===== src/rtl/tff_mod_counter.sv =====
`default_nettype none
// ============================================================================
// Module   : tff_mod_counter
// Brief    : WIDTH-bit toggle-based register with per-bit toggle, modulo
//            up/down count, saturating parallel load, terminal-count pulse
//            and sticky overflow flag.
// Revision : 1.0 - initial release
// ============================================================================
module tff_mod_counter #(
   parameter int WIDTH     = 4,
   parameter int MODULUS   = 16,
   parameter int RESET_VAL = 0
) (
   input  logic             clk,
   input  logic             reset_n,
   input  logic             en,
   input  logic [1:0]       mode,
   input  logic             up_dn,
   input  logic [WIDTH-1:0] t_vec,
   input  logic [WIDTH-1:0] load_val,
   input  logic             ovf_clr,
   output logic [WIDTH-1:0] q,
   output logic             tc,
   output logic             ovf
);

   localparam logic [1:0] c_mode_hold   = 2'b00;
   localparam logic [1:0] c_mode_count  = 2'b01;
   localparam logic [1:0] c_mode_toggle = 2'b10;
   localparam logic [1:0] c_mode_load   = 2'b11;

   // Top of the count range; MODULUS-1 always fits in WIDTH bits.
   localparam logic [WIDTH-1:0] c_max   = WIDTH'(MODULUS - 1);
   localparam logic [WIDTH-1:0] c_reset = WIDTH'(RESET_VAL);

   logic [WIDTH-1:0] r_q;
   logic             r_tc;
   logic             r_ovf;

   logic [WIDTH-1:0] w_q_next;
   logic             w_wrap;
   logic             w_q_oor;
   logic             w_load_oor;

   // With a full-range modulus no value can lie above c_max, so the
   // out-of-range detectors collapse to constant zero.
   generate
      if (MODULUS == (1 << WIDTH)) begin : g_full_range
         assign w_q_oor    = 1'b0;
         assign w_load_oor = 1'b0;
      end else begin : g_partial_range
         assign w_q_oor    = (r_q > c_max);
         assign w_load_oor = (load_val > c_max);
      end
   endgenerate

   // Next-state selection and wrap detection for the current mode.
   always_comb begin
      w_q_next = r_q;
      w_wrap   = 1'b0;
      case (mode)
         c_mode_count: begin
            if (en) begin
               if (up_dn) begin
                  if ((r_q == c_max) || w_q_oor) begin
                     w_q_next = '0;
                     w_wrap   = 1'b1;
                  end else begin
                     w_q_next = r_q + WIDTH'(1);
                  end
               end else begin
                  if (r_q == '0) begin
                     w_q_next = c_max;
                     w_wrap   = 1'b1;
                  end else if (w_q_oor) begin
                     // Out-of-range values snap back into range without a wrap.
                     w_q_next = c_max;
                  end else begin
                     w_q_next = r_q - WIDTH'(1);
                  end
               end
            end
         end
         c_mode_toggle: begin
            if (en) begin
               w_q_next = r_q ^ t_vec;
            end
         end
         c_mode_load: begin
            w_q_next = w_load_oor ? c_max : load_val;
         end
         c_mode_hold: begin
            w_q_next = r_q;
         end
         default: begin
            w_q_next = r_q;
         end
      endcase
   end

   // State register: synchronous active-low reset, wrap sets ovf ahead of clear.
   always_ff @(posedge clk) begin
      if (!reset_n) begin
         r_q   <= c_reset;
         r_tc  <= 1'b0;
         r_ovf <= 1'b0;
      end else begin
         r_q  <= w_q_next;
         r_tc <= w_wrap;
         if (w_wrap) begin
            r_ovf <= 1'b1;
         end else if (ovf_clr) begin
            r_ovf <= 1'b0;
         end
      end
   end

   assign q   = r_q;
   assign tc  = r_tc;
   assign ovf = r_ovf;

endmodule
`default_nettype wire


===== config.mk =====
export PLATFORM = sky130hd
export DESIGN_NAME = tff_mod_counter
export DESIGN_NICKNAME = d
export VERILOG_FILES = /design/src/rtl/tff_mod_counter.sv
export SDC_FILE = /design/constraint.sdc
export NUM_CORES = 1
export LEC_CHECK = 0
export CORE_AREA = 5 5 42 44
export DETAILED_ROUTE_END_ITERATION = 10
export DIE_AREA = 0 0 47 49
export PLACE_DENSITY = 0.85
export SYNTH_ARGS = -nofsm -noshare
export SYNTH_HDL_FRONTEND = slang
export SYNTH_SLANG_ARGS = --single-unit

===== constraint.sdc =====
create_clock -name clk -period 4.1 [get_ports clk]
set_clock_uncertainty 0.2 [all_clocks]
set_input_delay 0.41 -clock clk [delete_from_list [all_inputs] [get_ports clk]]
set_output_delay 0.41 -clock clk [all_outputs]
set_load 0.03 [all_outputs]

==> impl_metrics.tcl <==
set metrics [dict create \
    r2r_start "q[0]" \
    min_to "ovf" \
    path_class "flop to output port" \
    power.share.switching_pct 33.41 \
    htree_levels 1 \
    hold_buffers 0 \
    critPathMaxFanout 11 \
    crit_buf_inv 1 \
    period_share_pct 51.78 \
    syn_to_final_growth_pct 40.57 \
    synth_area_sq_um 530.5 \
    ff2ff_path_depth 6 \
    clockBufferDepth 2 \
    dieHeight_um 49 \
    wl_met1_um 581 \
    first_pass_iters 5 \
    highest_layer "met4" \
    critPathMaxStageDelay_ns 0.74 \
    clock_tree.root_cell "clkbuf_4" \
    final_nets 105 \
    synth_area_per_cell_sq_um 7.918 \
    clkPwrFrac_pct 28.0 \
    r2r_slack_ns 2.25 \
    synth-seq-cells 6 \
    drtIter0Drc 21 \
    dieArea_sq_mm 0.002303 \
    finalPower_mw 0.2054 \
    syn-num-nets 84 \
    min-delay-start "ovf" \
    cts.sinks 6 \
    grt.total_usage_pct 12.60 \
    synth-edff-count 0 \
    cts_tree "built" \
    leakage_nw 0.2817 \
    worst_pin_slew_ns 0.3528 \
    core_sq_mm 0.001401 \
    pwr-share-seq_pct 35.7 \
    cp_data_required_time_ns 3.49 \
    grt_max_degree 14 \
    grt_pass1_vias 506 \
    pin_count 21 \
    cts-resized-gates 0 \
    grt-ovfl-total 0 \
    drc 0 \
    viasPerCell 5.461 \
    crit_chain "clkdlybuf4s50_1" \
    max_cap_violations 0 \
    layout-drive-gt1-share_pct 9.302 \
    layout_min_cycle_time_ns 2.123 \
    wl_per_cell_um 12.71 \
    n_antenna_cell 0 \
    critPathLaunchType "flop" \
    drt-total-wl_um 1296 \
    path_clk_slew_ns 0.05 \
    ys_types 31 \
    setup_violations 0 \
    die_w_um 47 \
    clk_latency_ns 0.25 \
    rows 14 \
    dr_wl_met3_um 85 \
    hold_viol 0 \
    vias 557 \
    grt_pass1_wl_um 2201 \
    crit_path_end_kind "output port" \
    worstPathArrival_ns 1.51 \
    status "complete, no violations" \
    peakVddDrop_v 0.0001750 \
    reg2reg_to "q[0]" \
    synth-seq-area-share_pct 22.64 \
    cts-buffers-inserted 3 \
    slowest_stage "clkdlybuf4s50_1" \
    place.detailed.hpwl_um 1031 \
    yosys_warnings 0 \
    synth_flop_cell "dfxtp_1" \
    gp_congestion 0.8728 \
    cts_setup_buffers 0 \
    switchingPower_mw 0.06864 \
    min_path_cells 2 \
    ant_nets 0 \
    portBuffers 20 \
    antenna_found_initial 0 \
    rsz0062_at_grt "no" \
    hp-class "flop to flop" \
    worst_slew_margin_rel_pct 76.45 \
    met2_length_um 613 \
    cp_top_family "buffers and inverters" \
    synth_cells 67 \
    max_freq_mhz 471.0 \
    p_int_mw 0.1368 \
    power_density_mw_per_mm2 275.5 \
    pwr-share-comb_pct 36.3 \
    synthArstFlopShare_pct 0 \
    start_util_pct 37.86 \
    slew_violations 0 \
    tns_ns 0 \
]
worst min-delay path, cell delays in order (launching register included):
cell and delay (ns):
dfxtp_1 0.31, nor2b_1 0.15, o21a_1 0.11
Yosys cell counts (3+ instances only):
| cell type | count | area [sq um] |
|---|---|---|
| a21oi_1 | 7 | 35.03 |
| dfxtp_1 | 6 | 120.1 |
| inv_1 | 3 | 11.26 |
| nand2_1 | 5 | 18.77 |
| nor2_1 | 3 | 11.26 |
| nor2b_1 | 5 | 31.28 |
| o21ai_0 | 6 | 30.03 |
| xnor2_1 | 4 | 35.03 |
through the flow:
step | utilization, % | hold WS, ns | std cells | setup WS (ns) | cell area [sq um]
finish | 53.21 | 0.4019 | 102 | 1.977 | 745.7
global route | 53.21 | 0.4404 | 102 | 1.885 | 745.7
CTS | 53.21 | 0.4015 | 102 | 1.971 | 745.7
detailed placement | 51.61 | 0.3892 | 99 | 1.954 | 723.2
global placement | 51.61 | 0.3650 | 99 | 1.971 | 723.2
floorplan | - | 0.3275 | 67 | 2.131 | 530.5
state kept, by name (all words and copies together) (netlist names):
register and cells:
tc 1, ovf 1, q 4
power by group through the flow:
stage | registers [mW] | clock network [mW] | logic, mW
2_1_floorplan | 0.0778 | 0 | 0.0421
3_3_place_gp | 0.0739 | 0 | 0.0732
3_5_place_dp | 0.0745 | 0 | 0.0742
4_1_cts | 0.0731 | 0.0596 | 0.0747
5_1_grt | 0.0749 | 0.0619 | 0.0814
6_report | 0.0733 | 0.0575 | 0.0746
cells by family after synthesis:
kind of cell / synth area share (%)
XOR/XNOR: 6.603
buffers and inverters: 7.310
flip-flops: 22.64
AND/OR/NAND/NOR: 24.06
AO/OA/AOI/OAI: 30.66
adder cells (fa/ha/maj): 6.603
multiplexers: 2.122
cell type report:
cell class | instances | area (sq um)
fill | 142 | 655.6
multi-input combinational | 54 | 371.6
timing repair buffer | 20 | 200.2
sequential | 6 | 120.1
clock buffer | 3 | 22.52
tap | 16 | 20.02
inverter | 3 | 11.26
worst max-delay path by stage:
stage	from	endpoint	slack [ns]	cells past startpoint
finish	q[2]	q[2]	1.98	1
global route	q[2]	q[2]	1.89	1
CTS	q[2]	q[2]	1.97	1
detailed placement	up_dn	q[0]	1.95	5
global placement	up_dn	q[0]	1.97	5
floorplan	q[0]	q[0]	2.13	7
metal layers:
layer | track usage [%] | vias up
met2 | 19.91 | 22
met5 | 0 | -
met1 | 15.57 | 246
li1 | - | 285
met4 | 5.530 | 0
met3 | 2.952 | 4
cells in the final DEF (no fill, tap or decap), types with 2 or more instances in the layout:
cell | Yosys | routed
nor2_1 | 3 | 3
o21ai_0 | 6 | 6
a21o_1 | 2 | 2
a21oi_1 | 7 | 7
and3b_1 | 2 | 2
nand2_1 | 5 | 5
clkbuf_4 | 0 | 3
a211oi_1 | 2 | 2
inv_1 | 3 | 3
o21a_1 | 2 | 2
clkdlybuf4s50_1 | 0 | 20
nor2b_1 | 5 | 5
ha_1 | 2 | 2
xnor2_1 | 4 | 4
dfxtp_1 | 6 | 6
Power figures use the tool's default switching activity.
